File: config.mk
export PLATFORM = sky130hd
export DESIGN_NAME = mem_arbiter
export DESIGN_NICKNAME = d
export VERILOG_FILES = /design/src/rtl/mem_arbiter.sv
export SDC_FILE = /design/constraint.sdc
export NUM_CORES = 1
export LEC_CHECK = 0
export BUFFER_PORTS_ARGS = -buffer_cell sky130_fd_sc_hd__buf_2
export CELL_PAD_IN_SITES_DETAIL_PLACEMENT = 0
export CELL_PAD_IN_SITES_GLOBAL_PLACEMENT = 1
export CORE_MARGIN = 2
export CORE_UTILIZATION = 38
export CTS_BUF_LIST = sky130_fd_sc_hd__clkbuf_2 sky130_fd_sc_hd__clkbuf_4 sky130_fd_sc_hd__clkbuf_8
export DETAILED_ROUTE_END_ITERATION = 7
export PLACE_DENSITY_LB_ADDON = 0.1
export SYNTH_ARGS = -nofsm -noshare
export SYNTH_HDL_FRONTEND = slang
export SYNTH_SLANG_ARGS = --single-unit
File: constraint.sdc
create_clock -name clk -period 6.1 [get_ports clk]
set_clock_uncertainty 0.2 [all_clocks]
set_input_delay 0.915 -clock clk [delete_from_list [all_inputs] [get_ports clk]]
set_output_delay 0.915 -clock clk [all_outputs]
set_load 0.05 [all_outputs]
File: src/rtl/mem_arbiter.sv
// Core/VGA arbiter for the shared single-port RAM, plus the PS/2 key register at KBD_ADDR.
// Define MEM_ARB_ROUND_ROBIN_EN for round-robin contention instead of VGA priority.
module mem_arbiter #(
    parameter int                ADDR_W   = 24,
    parameter int                DATA_W   = 16,
    parameter logic [ADDR_W-1:0] KBD_ADDR = 24'h3b00,
    parameter int                MAX_WAIT = 15
) (
    input  logic              clk,
    input  logic              reset_n,
    input  logic              core_req,
    input  logic              core_we,
    input  logic [ADDR_W-1:0] core_addr,
    input  logic [DATA_W-1:0] core_wdata,
    output logic              core_gnt,
    output logic              core_rvalid,
    output logic [DATA_W-1:0] core_rdata,
    input  logic              vga_req,
    input  logic [ADDR_W-1:0] vga_addr,
    output logic              vga_gnt,
    output logic              vga_rvalid,
    output logic [DATA_W-1:0] vga_rdata,
    output logic              ram_we,
    output logic [ADDR_W-1:0] ram_addr,
    output logic [DATA_W-1:0] ram_wdata,
    input  logic [DATA_W-1:0] ram_rdata,
    input  logic [7:0]        kbd_code,
    input  logic              kbd_strobe
);

    typedef enum logic {
        KBD_IDLE,
        KBD_BREAK
    } kbd_state_t;

    kbd_state_t        state;
    kbd_state_t        state_nxt;
    logic [15:0]       kbd_reg;
    logic [15:0]       kbd_reg_nxt;
    logic [15:0]       kbd_lat;
    logic [7:0]        kbd_make;
    logic [7:0]        kbd_make_nxt;
    logic [15:0]       key_word;
    logic              key_valid;
    logic              kbd_rd_q;
    logic [ADDR_W-1:0] addr_q;
    logic [DATA_W-1:0] wdata_q;
    logic              core_wins;
    logic              kbd_hit;
    logic              kbd_wr;
    logic              core_rd;

    assign kbd_hit = (core_addr == KBD_ADDR);

`ifdef MEM_ARB_ROUND_ROBIN_EN
    logic rr_last;  // 1: core held the most recent grant

    assign core_wins = ~rr_last;

    always_ff @(posedge clk or negedge reset_n) begin
        if (!reset_n) begin
            rr_last <= 1'b1;
        end else if (core_gnt) begin
            rr_last <= 1'b1;
        end else if (vga_gnt) begin
            rr_last <= 1'b0;
        end
    end
`else
    localparam logic [3:0] WAIT_LIM = 4'(MAX_WAIT);

    logic [3:0] wait_cnt;

    assign core_wins = (wait_cnt == WAIT_LIM);

    always_ff @(posedge clk or negedge reset_n) begin
        if (!reset_n) begin
            wait_cnt <= 4'd0;
        end else if (!core_req || core_gnt) begin
            wait_cnt <= 4'd0;
        end else if (wait_cnt != 4'hf) begin
            wait_cnt <= wait_cnt + 4'd1;
        end
    end
`endif

    // Grants are forced low while reset is asserted
    assign core_gnt = reset_n & core_req & (~vga_req | core_wins);
    assign vga_gnt  = reset_n & vga_req & (~core_req | ~core_wins);

    assign core_rd = core_gnt & ~core_we;
    assign kbd_wr  = core_gnt & core_we & kbd_hit;

    assign ram_we    = core_gnt & core_we & ~kbd_hit;
    assign ram_addr  = core_gnt ? core_addr : (vga_gnt ? vga_addr : addr_q);
    assign ram_wdata = core_gnt ? core_wdata : wdata_q;

    assign core_rdata = !core_rvalid ? '0 :
                        (kbd_rd_q ? DATA_W'(kbd_lat) : ram_rdata);
    assign vga_rdata  = vga_rvalid ? ram_rdata : '0;

    always_ff @(posedge clk or negedge reset_n) begin
        if (!reset_n) begin
            core_rvalid <= 1'b0;
            vga_rvalid  <= 1'b0;
            kbd_rd_q    <= 1'b0;
            kbd_lat     <= 16'h0000;
            addr_q      <= '0;
            wdata_q     <= '0;
        end else begin
            core_rvalid <= core_rd;
            vga_rvalid  <= vga_gnt;
            kbd_rd_q    <= core_rd & kbd_hit;
            if (core_rd && kbd_hit) begin
                kbd_lat <= kbd_reg;
            end
            if (core_gnt || vga_gnt) begin
                addr_q <= ram_addr;
            end
            if (core_gnt) begin
                wdata_q <= core_wdata;
            end
        end
    end

    always_comb begin
        key_valid = 1'b1;
        key_word  = 16'h0000;
        case (kbd_code)
            8'h1b:   key_word = 16'hff53;
            8'h1c:   key_word = 16'hff41;
            8'h1d:   key_word = 16'hff57;
            8'h23:   key_word = 16'hff44;
            8'h75:   key_word = 16'hff2f;
            8'h72:   key_word = 16'hff5c;
            default: key_valid = 1'b0;
        endcase
    end

    always_ff @(posedge clk or negedge reset_n) begin
        if (!reset_n) begin
            state    <= KBD_IDLE;
            kbd_reg  <= 16'h0000;
            kbd_make <= 8'h00;
        end else begin
            state    <= state_nxt;
            kbd_reg  <= kbd_reg_nxt;
            kbd_make <= kbd_make_nxt;
        end
    end

    always_comb begin
        state_nxt = state;
        if (kbd_strobe) begin
            case (state)
                KBD_IDLE: begin
                    if (kbd_code == 8'hf0) begin
                        state_nxt = KBD_BREAK;
                    end
                end
                KBD_BREAK: state_nxt = KBD_IDLE;
                default:   state_nxt = KBD_IDLE;
            endcase
        end
    end

    // A strobe in the same cycle as a core clear takes precedence
    always_comb begin
        kbd_reg_nxt  = kbd_reg;
        kbd_make_nxt = kbd_make;
        if (kbd_strobe) begin
            if (state == KBD_IDLE && key_valid) begin
                kbd_reg_nxt  = key_word;
                kbd_make_nxt = kbd_code;
            end else if (state == KBD_BREAK && kbd_code == kbd_make) begin
                kbd_reg_nxt  = 16'h0000;
                kbd_make_nxt = 8'h00;
            end
        end else if (kbd_wr) begin
            kbd_reg_nxt  = 16'h0000;
            kbd_make_nxt = 8'h00;
        end
    end

endmodule

# Word-level counts from Yosys, hierarchy flattened

Index checks and enable logic that the tools add are counted.

Bits in registers: 88
Latch bits: 0
Memory bits (writable): 0
Bits in read-only memories: 0
Bits of input ports: 94
Output and inout port bits: 77
Word-level logic and storage cells: 70
Memories kept: 0

$add $sub $neg: 1
Multipliers: 0
Divide/modulo/power cells: 0
$lt $le $gt $ge: 0
Eq/ne operators: 12
Shifts and indexed selects: 0
Mux-type cells: 20
Bitwise gates (word level): 17
Reduce and logical (&&, ||, !) cells: 10

Operators with widths:

| kind                                                                     | number |
|---|---|
| 16-bit two-way mux                                                       | 8 |
| 16-bit one-hot mux with 6 select lines                                   | 1 |
| 24-bit two-way mux                                                       | 2 |
| 8-bit two-way mux                                                        | 4 |
| 24-bit by 14-bit equality test with 1-bit output (second input constant) | 1 |
| 8-bit by 5-bit equality test with 1-bit output (second input constant)   | 3 |
| 8-bit by 7-bit equality test with 1-bit output (second input constant)   | 2 |
| 1-bit AND                                                                | 9 |
| 8-bit by 6-bit equality test with 1-bit output (second input constant)   | 1 |
| 8-bit equality test                                                      | 1 |
| 8-bit equality test (second input constant)                              | 1 |
| 4-bit two-way mux                                                        | 2 |
| 1-bit NOT                                                                | 6 |
| 6-bit OR reduction                                                       | 1 |
| 4-bit by 1-bit adder with 4-bit output (second input constant)           | 1 |
| 4-bit equality test (second input constant)                              | 1 |
| 4-bit inequality test (second input constant)                            | 1 |
| 2-bit nonzero test                                                       | 2 |
| 1-bit logical AND                                                        | 3 |
| 3-bit by 1-bit inequality test with 1-bit output (second input constant) | 1 |
| 1-bit logical OR                                                         | 2 |
| 1-bit two-way mux                                                        | 2 |
| 1-bit bitwise OR                                                         | 2 |
| 1-bit one-hot mux with 2 select lines                                    | 1 |
| other kinds (2)                                                          | 2 |

# Logic depth before layout (Yosys ltp)

Word-level depth: 7
Depth in mapped cells: 7
Gate-level depth less buffers: 6

# Least setup slack after synthesis

Ideal clock, no wire load.

Path kind: input to output
Start: input port vga_req
End: output port ram_addr[14]
Arrival time: 2562 ps
Required time: 4985 ps
Setup slack: 2423 ps
Stages: 5
Path buffers: 1
Cell sequence: nand2_1 > a21oi_1 > clkbuf_1 > a22oi_1 > nand2_1

Word-level cells in the longest chain between the ends: 4
Elaborated cells on any way between the ends: 7
Classes of those cells: mux (2); bitwise (5)

RTL lines:

| element                          | RTL line | RTL |
|---|---|---|
| start: declaration               | 18       | `input logic vga_req,` |
| 1-bit AND (2 in series)          | 89       | `assign vga_gnt = reset_n & vga_req & (~core_req \| ~core_wins);` |
| net vga_gnt                      | 20       | `output logic vga_gnt,` |
| 24-bit two-way mux (2 in series) | 95       | `assign ram_addr = core_gnt ? core_addr : (vga_gnt ? vga_addr : addr_q);` |
| end: declaration                 | 24       | `output logic [ADDR_W-1:0] ram_addr,` |

The timed path passes the listed nets, and every way through them passes these cells.

# Final worst setup path

Start: input port reset_n
End: output port ram_addr[7]

Word-level cells in the longest chain between the ends: 4
Elaborated cells on any way between the ends: 6
Classes of those cells: mux (2); bitwise (4)

RTL lines:

| element                 | RTL line | RTL |
|---|---|---|
| start: declaration      | 10       | `input logic reset_n,` |
| 1-bit AND (2 in series) | 89       |  |
| 24-bit two-way mux      | 95       |  |
| 24-bit two-way mux *    | 95       |  |

Every way passes the cells marked *; elsewhere a longest branch is shown, timed or not.

==> results.md <==
* Status: finished clean
* Initial DRC count at 130
* P&R area growth vs syn at 32.0%
* Regs by FF count: addr_q x24, wdata_q x16
* Core area at 0.00968 mm^2
* Clock sink count at 72
* Width of the die at 103 um
* Slowest cell on the critical path: buf_4
* I/O Pins at 171
* CP Cell Sequence: buf_4 -> buf_4 -> nand2_1 -> a21oi_2 -> buf_4 -> nor2_1 -> buf_4 -> nand2_1 -> nand2_1 -> buf_2
* Tightest Pin Transition at 0.932 ns
* Reg2Reg Launch Point: wait_cnt[0]$_DFFE_PN0P_
* Largest register FFs at 24
* Htree depth at 3
* Crit-path max FO at 77
* Latest clock arrival within the worst-skew pair at 0.34 ns
* Simple-gate share of the synthesized area at 22.0%
* Top reg by flops: addr_q
* Share of layout cells above drive strength 1 at 40.4%
* Sequential share of the synthesized area at 48.1%
* Critical path required time at 4.98 ns
* CP dominant cell by count: buf_4
* RSZ-0062 raised after global routing: false
* Postcts setup bufs at 0
* Pin count of the biggest net entering global routing at 78
* Post-DP HPWL at 7380 um
* Synth cell types at 55
* Clock period minus worst slack at 4.23 ns
* DR pass1 iterations at 4
* Detail Route Antenna Nets at 0
* Cell family with most CP delay: buffers and inverters
* Largest cells by area after synthesis: dfrtp_1 48%, nand2_1 8.9%, mux2_2 6.9%, a22oi_1 4.8%, and2_1 3.5%
* Avg Inst Size Synth at 9.99 um^2
* Compound-cell area share of the yosys netlist at 15.2%
* Setup TNS at 0 ns
* CP Capture Type: primary output
* XOR/XNOR share of the synthesized area at 2.10%
* Routability congestion estimate at 0.823
* Starting Density at 38.7%
* Largest family of logic cells by synthesized area: simple AND/OR/NAND/NOR gates
* # port buffers at 170
* Hold buffers post-CTS at 0
* Post-synthesis mux area share at 9.35%
* R2R cell count at 8
* Post-synth EDFFs at 0
* Period utilization at 69.3%
* Yosys warns at 0
* Final worst slack at 1.87 ns
* Cell Pwr Density at 270 mW/mm^2
* FP Rows at 36
* Post-synthesis async set-or-reset flop share at 100%
* CP Capture Point: ram_addr[7]
* Die Ht at 103 um
* Antenna violations before repair at 0
* Adder-cell share of the synthesized area at 0.334%
* Final Cell Area at 0.00494 mm^2
* WP depth at 10
* Final setup violating endpoints at 0
* Clk buf depth at 2
* GRT Max-Usage Layer: met2
* Worst Path Buf+Inv at 5
* Top_reg_cell synth: dfrtp_1
* Setup CP Type: input pin to primary output
* Routed wire length at 9750 um
* Mapped Area at 0.00375 mm^2
* R2R Setup Slk at 3.55 ns
* Overflow after GRT at 0
* Number of synthesized register bits at 72
* M1 GR Usage at 24.1%
* Post-Synthesis Cells at 375
* Total power at 1330 uW
* Slew margin rel. at 37.8%
* Vias post-DR at 3,329
* Met2 Usage GRT at 32.0%
* CTS tree: yes
* Synth Net Count at 470
* CP Launch Type: input pin
* Arrival @ worst endpoint at 3.11 ns
* Met3 Track Usage GR at 3.83%
* Core Util, Final at 51.1%
* Worst min path class: register to register
* Root buf cell: clkbuf_8
* Yosys top cell by area: dfrtp_1
* Slew Viols, Final at 0
* Top-area cell type share of the netlist area at 48.1%
* # nets final at 640
* Place WS at 1.80 ns
* First-pass GRT wire length at 15,600 um
* Most common cell after layout, fill and taps aside: buf_2
* Crit-path max cell delay at 0.70 ns
* Max_cap viols at 0
* Num CTS Buffers at 9
* Maximum VDD drop at 0.000132 V
* Wirelength per Cell at 14.3 um
* R2R Path End: addr_q[13]$_DFFE_PN0P_
* Hold Fails Final Rpt at 0
* Number of global-route vias before repair at 3,370
* Leak pwr at 0.00261 uW
* Vias per cell at 4.87
* Die ar. at 0.0107 mm^2
* Post-cts sizing count at 0
* Dpl cell area at 0.00473 mm^2
* Gr usage total at 18.7%
* Critical path launch point: reset_n
* Highest-count cells in the layout ignoring fill and taps: 169 x buf_2, 89 x nand2_1, 72 x dfrtp_1, 24 x a22oi_1, 23 x mux2_2
* Reg clk slew, reported paths at 0.08 ns
* N_diodes at 0
* Residual DRC at 0
* Fmax at 0.236 GHz
## layer usage
layer	up-vias	routed length, um
met5	-	0
met4	0	69
met3	5	621
met2	126	4680
met1	1544	4380
li1	1654	-
## area by class of cell
class,instances,area (um^2)
fillers,927,4740
multi-input cells,279,1850
flip-flops and latches,72,1800
repair buffers,174,883
well taps,133,166
clock buffers,11,151
clock inverters,5,61.3
inverters,9,33.8
## power by group
part | total, uW | internal (uW) | switching [uW]
Sequential | 539 | 523 | 16.2
Clock | 399 | 214 | 185
Combinational | 396 | 107 | 289
## stage by stage
step,hold WS [ns],instances
finish,0.276,683
global route,0.296,683
CTS,0.279,683
detailed placement,0.257,667
global placement,0.256,667
floorplan,0.240,375
## cells in the mapped netlist (4+ instances only)
master and instances:
nand2_1 89, dfrtp_1 72, a22oi_1 24, mux2_2 23, and2_1 21, nand2b_1 10
nor2b_1 10, inv_1 9, xnor2_1 9, a21boi_0 8, clkbuf_1 8, mux2i_1 8
nor2_1 7, o21ai_0 7, a22o_1 6, buf_2 4
## worst reg2reg max path, cell delays in order (launching register included)
cell     delay (ns)
dfrtp_1        0.40
ha_1           0.26
nand3_2        0.18
a21oi_4        0.34
buf_4          0.43
nor2_1         0.18
buf_4          0.24
nand2_1        0.12
nand2_1        0.06
## cells by family (layout without fill, tap and decap cells)
| logic type | after synthesis | in the layout |
|---|---|---|
| compound gates | 72 | 72 |
| flops | 72 | 72 |
| xor+xnor | 9 | 9 |
| mux | 32 | 32 |
| fa+ha+maj | 1 | 1 |
| buf+inv | 24 | 199 |
| simple gates | 165 | 165 |
## worst min-delay path by stage
stage,from,end,cells after the start
2_1_floorplan,addr_q[0]$_DFFE_PN0P_,addr_q[0]$_DFFE_PN0P_,2
3_3_place_gp,addr_q[6]$_DFFE_PN0P_,addr_q[6]$_DFFE_PN0P_,2
3_5_place_dp,addr_q[3]$_DFFE_PN0P_,addr_q[3]$_DFFE_PN0P_,2
4_1_cts,addr_q[21]$_DFFE_PN0P_,addr_q[21]$_DFFE_PN0P_,2
5_1_grt,addr_q[19]$_DFFE_PN0P_,addr_q[19]$_DFFE_PN0P_,2
6_report,addr_q[9]$_DFFE_PN0P_,addr_q[9]$_DFFE_PN0P_,2
(Power assumes the default switching activity.)
